==> config.mk <==
export PLATFORM = sky130hd
export DESIGN_NAME = he_lut_apply
export DESIGN_NICKNAME = d
export VERILOG_FILES = /design/src/rtl/he_lut_apply.sv
export SDC_FILE = /design/constraint.sdc
export NUM_CORES = 2
export LEC_CHECK = 0
export ABC_AREA = 1
export CAP_MARGIN = 10
export CORE_MARGIN = 10
export CORE_UTILIZATION = 45
export CTS_BUF_LIST = sky130_fd_sc_hd__clkbuf_8 sky130_fd_sc_hd__clkbuf_16
export DETAILED_ROUTE_END_ITERATION = 16
export GPL_ROUTABILITY_DRIVEN = 0
export PLACE_DENSITY = 0.67
export SYNTH_ARGS = -nofsm -noshare
export SYNTH_HDL_FRONTEND = slang
export SYNTH_SLANG_ARGS = --single-unit
==> constraint.sdc <==
create_clock -name clk -period 2.3 [get_ports clk]
set_input_delay 0.46 -clock clk [delete_from_list [all_inputs] [get_ports clk]]
set_output_delay 0.46 -clock clk [all_outputs]
set_load 0.02 [all_outputs]
==> src/rtl/he_lut_apply.sv <==
// Captures a 256-entry equalisation LUT, then remaps a pixel stream through it (dst = lut[src]).
// One cycle from accept to output; input stalls while an unconsumed output is held.
module he_lut_apply #(
  parameter int DWIDTH    = 8,
  parameter int AWIDTH    = 21,
  parameter int NUM_BINS  = 256,
  parameter int TOTAL_PIX = 1091840
) (
  input  logic              clk,
  input  logic              reset,
  input  logic              start,
  input  logic              lut_wr_en,
  input  logic [AWIDTH-1:0] lut_din,
  input  logic              pix_in_valid,
  input  logic [DWIDTH-1:0] pix_in_data,
  output logic              pix_in_ready,
  output logic              pix_out_valid,
  output logic [DWIDTH-1:0] pix_out_data,
  input  logic              pix_out_ready,
  output logic              lut_ovf,
  output logic              done,
  output logic [3:0]        state
);

  localparam int                LCW      = $clog2(NUM_BINS) + 1;
  localparam logic [AWIDTH-1:0] LUT_MAX  = AWIDTH'((1 << DWIDTH) - 1);
  localparam logic [LCW-1:0]    LAST_BIN = LCW'(NUM_BINS - 1);
  localparam logic [AWIDTH-1:0] LAST_PIX = AWIDTH'(TOTAL_PIX - 1);

  typedef enum logic [3:0] {
    IDLE  = 4'b0001,
    LOAD  = 4'b0010,
    APPLY = 4'b0100,
    FLUSH = 4'b1000
  } state_t;

  state_t            state_q;
  logic [LCW-1:0]    load_cnt;
  logic [AWIDTH-1:0] pix_cnt;
  logic [DWIDTH-1:0] lut [NUM_BINS];

  logic              out_free;
  logic              accept;
  logic              lut_we;
  logic              clamp;
  logic [DWIDTH-1:0] lut_wdat;

  assign out_free     = !pix_out_valid || pix_out_ready;
  assign pix_in_ready = (state_q == APPLY) && out_free;
  assign accept       = pix_in_valid && pix_in_ready;
  assign lut_we       = (state_q == LOAD) && lut_wr_en;
  assign clamp        = lut_din > LUT_MAX;
  assign lut_wdat     = clamp ? LUT_MAX[DWIDTH-1:0] : lut_din[DWIDTH-1:0];
  assign state        = state_q;

  // LUT storage has no reset; every frame rewrites all bins before APPLY.
  always_ff @(posedge clk) begin
    if (lut_we) begin
      lut[load_cnt[LCW-2:0]] <= lut_wdat;
    end
  end

  always_ff @(posedge clk or posedge reset) begin
    if (reset) begin
      state_q       <= IDLE;
      load_cnt      <= '0;
      pix_cnt       <= '0;
      pix_out_valid <= 1'b0;
      pix_out_data  <= '0;
      lut_ovf       <= 1'b0;
      done          <= 1'b0;
    end else begin
      done <= 1'b0;
      case (state_q)
        IDLE: begin
          if (start) begin
            state_q  <= LOAD;
            load_cnt <= '0;
            pix_cnt  <= '0;
            lut_ovf  <= 1'b0;
          end
        end
        LOAD: begin
          if (lut_wr_en) begin
            load_cnt <= load_cnt + LCW'(1);
            if (clamp) begin
              lut_ovf <= 1'b1;
            end
            if (load_cnt == LAST_BIN) begin
              state_q <= APPLY;
            end
          end
        end
        APPLY: begin
          if (accept) begin
            pix_out_data  <= lut[pix_in_data];
            pix_out_valid <= 1'b1;
            pix_cnt       <= pix_cnt + AWIDTH'(1);
            if (pix_cnt == LAST_PIX) begin
              state_q <= FLUSH;
            end
          end else if (pix_out_valid && pix_out_ready) begin
            pix_out_valid <= 1'b0;
          end
        end
        FLUSH: begin
          // Last pixel must leave before the frame is reported complete.
          if (out_free) begin
            pix_out_valid <= 1'b0;
            done          <= 1'b1;
            state_q       <= IDLE;
          end
        end
        default: state_q <= IDLE;
      endcase
    end
  end

endmodule

# Yosys cells after proc, flatten, opt, wreduce, memory -nomap -nowiden
# Memory sizes are Yosys's and may differ from the RTL's. A register that Yosys moved wholly into a read port is not among the register bits.
# Index checks and enable logic that the tools add are counted.
totals:
  out_inout_bits: 16
  mem_bits_rw: 2048
  reg_bits: 37
  mem_count: 1
op_classes:
  add_sub_neg: 2
  mux: 26
  n_reduce_logical: 15
  magnitude_cmp: 1
  n_eq_ne: 14
memory_table:
  columns: ["memory", "words", "word_bits", "read_ports", "rd_clocked_by_memory_dff", "write_ports", "line_no", "rtl"]
  rows:
  - ["lut", 256, 8, 1, 1, 1, "40", "logic [DWIDTH-1:0] lut [NUM_BINS];"]
ops:
  columns: ["cell", "count"]
  rows:
  - ["$mux 21", 2]
  - ["$pmux 21 s2", 1]
  - ["$mux 4", 6]
  - ["$add 21x1->21 const B", 1]
  - ["$eq 21x21->1 const B", 1]
  - ["$gt 21x8->1 const B", 1]
  - ["$mux 9", 2]
  - ["$pmux 9 s2", 1]
  - ["$pmux 4 s4", 1]
  - ["$mux 1", 10]
  - ["$ne 2x2->1 const B", 5]
  - ["$add 9x1->9 const B", 1]
  - ["$eq 9x8->1 const B", 1]
  - ["$reduce_and 3->1", 3]
  - ["$mux 8", 1]
  - ["$reduce_and 6->1", 1]
  - ["$reduce_bool 2->1", 3]
  - ["$eq 4x1->1 const B", 1]
  - ["$eq 4x2->1 const B", 1]
  - ["$eq 4x3->1 const B", 1]
  - ["$eq 4x4->1 const B", 1]
  - ["$logic_and 1x1->1", 4]
  - ["$ne 2x1->1 const B", 2]
  - ["$pmux 1 s2", 2]
  - ["5 further kinds", 5]

# Longest topological paths before layout
logic_depth:
  word_depth: 6
  ltp_mapped: 15
  depth_no_buf: 12

# Worst setup path after synthesis
# Ideal clock, no wire load.
synth_timing:
  path_type: "input -> register"
  start: "input lut_din[13]"
  end: "memory lut[0][0] (data pin)"
  t_arrival_ns: 2.508
  path_buffers: 0
  setup_time_ns: 0.555
  setup_slack_ns: -0.763
  stages: 4
  cell_sequence: "or4_1 -> nor4_1 -> nand3_1 -> or2_2"
synth_between:
  elab_chain_cells: 2
synth_rtl:
  columns: ["item", "line_no", "rtl"]
  rows:
  - ["from (decl)", "13", "input logic [AWIDTH-1:0] lut_din,"]
  - ["$gt 21x8->1", "52", "assign clamp = lut_din > LUT_MAX;"]
  - ["$mux 8", "53", "assign lut_wdat = clamp ? LUT_MAX[DWIDTH-1:0] : lut_din[DWIDTH-1:0];"]
  - ["named net lut_wdat[0]", "46", "logic [DWIDTH-1:0] lut_wdat;"]
  - ["to (decl)", "40", null]
# The timed path passes the listed nets, and every way through them passes these cells.

# Worst setup path in the final report
layout_timing:
  start: "register state_q[2], in the netlist state[2]"
  end: "memory lut[150][5], enable pin"
layout_between:
  elab_chain_cells: 4
layout_rtl:
  columns: ["item", "line_no", "rtl"]
  rows:
  - ["from (decl)", "37", "state_t state_q;"]
  - ["from (signal assigned)", "65", "state_q <= IDLE;"]
  - ["from (signal assigned)", "77", "state_q <= LOAD;"]
  - ["from (signal assigned)", "90", "state_q <= APPLY;"]
  - ["$eq 4x2->1", "51", "assign lut_we = (state_q == LOAD) && lut_wr_en;"]
  - ["$logic_and 1x1->1", "51", null]
  - ["$mux 1", "58", "if (lut_we) begin"]
  - ["$mux 1 (implied by the code)", "59", "lut[load_cnt[LCW-2:0]] <= lut_wdat;"]
# No other way between the ends.

==> run summary <==
The flow ran to the end, and the final reports show no timing, DRC or antenna violations. The clock power share was 39.9%. For the net switching power, the log shows 0.0184 W. In this run the register-to-register setup slack is 0.01 ns.

The fraction of registers with async set or reset after synthesis was 2.15%. TritonCTS built the clock tree. For hold timing, the worst endpoint is pix_out_valid. Count of antenna-violating nets left after detailed routing: 0. The first detailed-routing pass took 6 iterations.

The beginning of the worst hold path was pix_out_ready. In this run the critical register-to-register path is captured at lut[150][5]. The run gives 52.9% as the sequential group share of total power. On the final layout, the worst hold slack is 0.355 ns. The Yosys step of the flow raised 0 warnings. TritonCTS created 205 clock buffers.

Combinational cells account for 7.2% of the total power. The clock skew is 0.0628 ns, and the gate count of the mapped netlist is 7,283. In this run the tool buffered the top-level ports with 50 buffer cells. STA classifies the critical path endpoint as a flip-flop. For this design the static power due to leakage is 39.5 nW.

The post-synthesis register bit count works out to 2,093. The logs give 15,500 for the total of fill cells in the finished design and 73.1% for the post-synthesis sequential area ratio. The logs give 0.0603 W for the internal power and 0 for the count of max-cap constraint violations. 51 I/O pins were placed. The design area is 101,000 sq um, and the proportion of layout cells with a drive suffix above 1 is 14.4%. Slew at the pin closest to its max-slew limit: 0.578 ns. For the finished layout, the period the worst path requires is 2.29 ns.

The average footprint of a synthesized cell is 11.8 sq um, and the detailed-placement wirelength estimate is 149 mm. The power density over the cells was 778 nW/um^2; the upper clock frequency limit was 0.437 GHz. After clock tree synthesis, the clock-pin slew on the worst setup and hold paths is 0.06 ns. The logs give 160 for the number of placement rows and 0.703 mV for the largest voltage drop on the vdd net.

Sorting the synthesized cells by how often they occur yields sky130_fd_sc_hd__nand2_1, sky130_fd_sc_hd__nand3_1, sky130_fd_sc_hd__edfxtp_1, sky130_fd_sc_hd__nor2_1, sky130_fd_sc_hd__buf_2. Measured in cells, the most critical reg-to-reg path has a length of 10. The tools report the reg-to-reg startpoint as state[2]. Global routing used 22.2% of the available tracks across all layers. The run gives 59,600 as the total number of vias.

The maximum number of buffers from clock root to sink was 3; the average detailed-routed wire length per instance was 23.0 microns. Data on the critical path is required at its endpoint by 2.84 ns. In this run the vertical extent of the chip is 456 microns. Setup violations remaining at the end of the flow were counted as 0. Yosys mapped a number of flops with a built-in enable equal to 2,048. The via count of the first global-routing pass was 56,200; the core footprint was 190,000 sq um. The largest fanout of any net on the critical path is 7.

The ratio of final minimum period to clock period is 99.5%. The iteration-0 DRC count of the detailed router came out at 7,641. After detailed routing, the number of vias per cell comes to 5.70.

Setup repair after global routing could not meet its margin everywhere. For this run, the leading register cell type out of synthesis is sky130_fd_sc_hd__edfxtp_1. For this configuration, the core starts out at a cell density of 45.2%. At the end of the flow the core is filled with cells to 53.4%. The run gives 0 as the total global routing overflow. The final layout contains 7,809 nets. The tools report the number of hold violations in the final report as 0. Classification of the worst-slack hold path: in -> reg. The die footprint is 208,000 sq um. The worst setup path is launched from a flip-flop. Summed instance area of the synthesized netlist: 85,600 sq um. Measured against its own limit, the worst slew margin works out to 61.5%. The pin count of the biggest net entering global routing was 99; the H-tree level count was 4. Dominant cell by count in the synthesized netlist: sky130_fd_sc_hd__nand2_1. In this run the clock root is driven by a sky130_fd_sc_hd__clkbuf_16. For this run, design rule violations remaining after detail routing come to 0. The run gives 94,200 sq um as the placed instance area. The first global-routing pass estimated 357 mm of wire. For the count of clock tree sinks, the log shows 2,093. The post-synth net total came out at 7,324. The post-detailed-routing wire length was 240 mm; the top cell type's share of synthesized area was 71.8%. The worst setup path is of the reg -> reg kind.

Yosys mapped the design onto 43 distinct sky130hd cell types. The switching share of power was 23.4%. The tools report the final-report max-slew violation count as 0.

Cell type with the highest aggregate area in the netlist: sky130_fd_sc_hd__edfxtp_1. The die extent in x works out to 456 microns. At the later pin of the worst-skew pair, clock insertion delay measures 0.87 ns.

The worst endpoint data arrival time was 2.83 ns; the number of antenna violations at the first check in global routing was 5. Yosys attributes the largest share of cell area to sky130_fd_sc_hd__edfxtp_1, sky130_fd_sc_hd__nand3_1, sky130_fd_sc_hd__nand2_1, sky130_fd_sc_hd__buf_2, sky130_fd_sc_hd__dfrtp_1. The depth of the worst hold-timing path is 4.

Relative to the synthesized area, the layout overhead comes to 18.2%.
-- how the worst max path moves through the flow --
stage | from | end | slack [ns] | cells after the start
detailed placement | lut_din[14] | lut[153][2] | -0.65 | 7
finish | state[2] | lut[150][5] | 0.01 | 10
floorplan | lut_din[14] | lut[0][0] | -0.21 | 4
global route | state[3] | lut[150][1] | -0.07 | 10
global placement | lut_din[14] | lut[153][2] | -0.66 | 7
CTS | state[0] | pix_in_ready | -0.07 | 4
-- layer usage --
metal  GRT usage, %  up-vias  routed length (microns)
li1               -    26800                        -
met1           29.9    29000                    93900
met4           9.99        6                    11500
met5              0        -                       37
met2           35.1     3175                   112000
met3           4.18      544                    23000
-- metrics by stage --
stage | setup TNS [ns] | cells | worst slack (ns) | total power (W)
2_1_floorplan | -469.94 | 7283 | -0.212 | 0.0453
3_3_place_gp | -1252.19 | 10100 | -0.661 | 0.0479
3_5_place_dp | -1281.06 | 10100 | -0.652 | 0.0480
4_1_cts | -0.0658 | 10400 | -0.0658 | 0.0789
5_1_grt | -14.69 | 10400 | -0.0735 | 0.0809
6_report | 0 | 10400 | 0.0119 | 0.0787
-- what timing repair did --
action	4_1_cts	5_1_grt
hold buffers	1	0
pin swaps	3	4
setup buffers	3	4
cloned	0	1
endpoints found under the setup margin	154	1177
resized for setup	41	186
hold endpoints to repair	44	0
-- worst max-delay path: stages (launching register included) --
cell,delay (ns)
sky130_fd_sc_hd__dfrtp_1,0.39
sky130_fd_sc_hd__nor2_2,0.16
sky130_fd_sc_hd__inv_2,0.06
sky130_fd_sc_hd__nor3_4,0.21
sky130_fd_sc_hd__nand2_4,0.17
sky130_fd_sc_hd__nor3_4,0.22
sky130_fd_sc_hd__buf_6,0.15
sky130_fd_sc_hd__nand2_8,0.08
sky130_fd_sc_hd__clkbuf_16,0.21
sky130_fd_sc_hd__nor2_4,0.12
sky130_fd_sc_hd__buf_6,0.15
-- cells by family (layout without fill, tap and decap cells) --
kind of cell    count (synthesis)  after routing  share of synthesized area, %
compound gates                 42             42                         0.282
xor+xnor                        3              3                        0.0307
fa+ha+maj                       6              6                        0.0877
buf+inv                       566           1217                          3.10
flops                        2093           2093                          73.1
other cells                     0              1                             0
simple gates                 4573           4573                          23.4
-- final cells by class --
cell class | instances | area [sq um] | area share, %
flip-flops and latches | 2093 | 62600 | 61.9
multi-input cells | 4624 | 20800 | 20.5
repair buffers | 765 | 8080 | 7.98
clock buffers | 207 | 5170 | 5.11
well taps | 2511 | 3140 | 3.10
clock inverters | 166 | 1090 | 1.07
inverters | 79 | 330 | 0.326
diodes | 1 | 2.50 | 0.00247
-- power groups by stage --
stage / sequential (W) / clock (W) / combinational (W)
floorplan: 0.0424 / 0 / 0.00290
global placement: 0.0424 / 0 / 0.00549
detailed placement: 0.0424 / 0 / 0.00554
CTS: 0.0416 / 0.0317 / 0.00552
global route: 0.0416 / 0.0332 / 0.00604
finish: 0.0416 / 0.0314 / 0.00569
-- flip-flops by register name, summed over array words and instances (netlist names) --
register / count
lut_ovf: 1
load_cnt: 9
pix_out_data: 8
pix_cnt: 21
pix_out_valid: 1
done: 1
state: 4
lut: 2048
-- cell usage in the layout (no fill, tap or decap), types with 42 or more instances in the layout --
cell and instances:
sky130_fd_sc_hd__clkinv_2 42, sky130_fd_sc_hd__buf_12 153, sky130_fd_sc_hd__nand2_1 2139, sky130_fd_sc_hd__nor2_1 214, sky130_fd_sc_hd__inv_1 117, sky130_fd_sc_hd__nor2_2 52
sky130_fd_sc_hd__clkinv_1 44, sky130_fd_sc_hd__edfxtp_1 2048, sky130_fd_sc_hd__buf_4 488, sky130_fd_sc_hd__clkbuf_16 207, sky130_fd_sc_hd__buf_6 71, sky130_fd_sc_hd__nand3_1 2052
(Power assumes the default switching activity.)
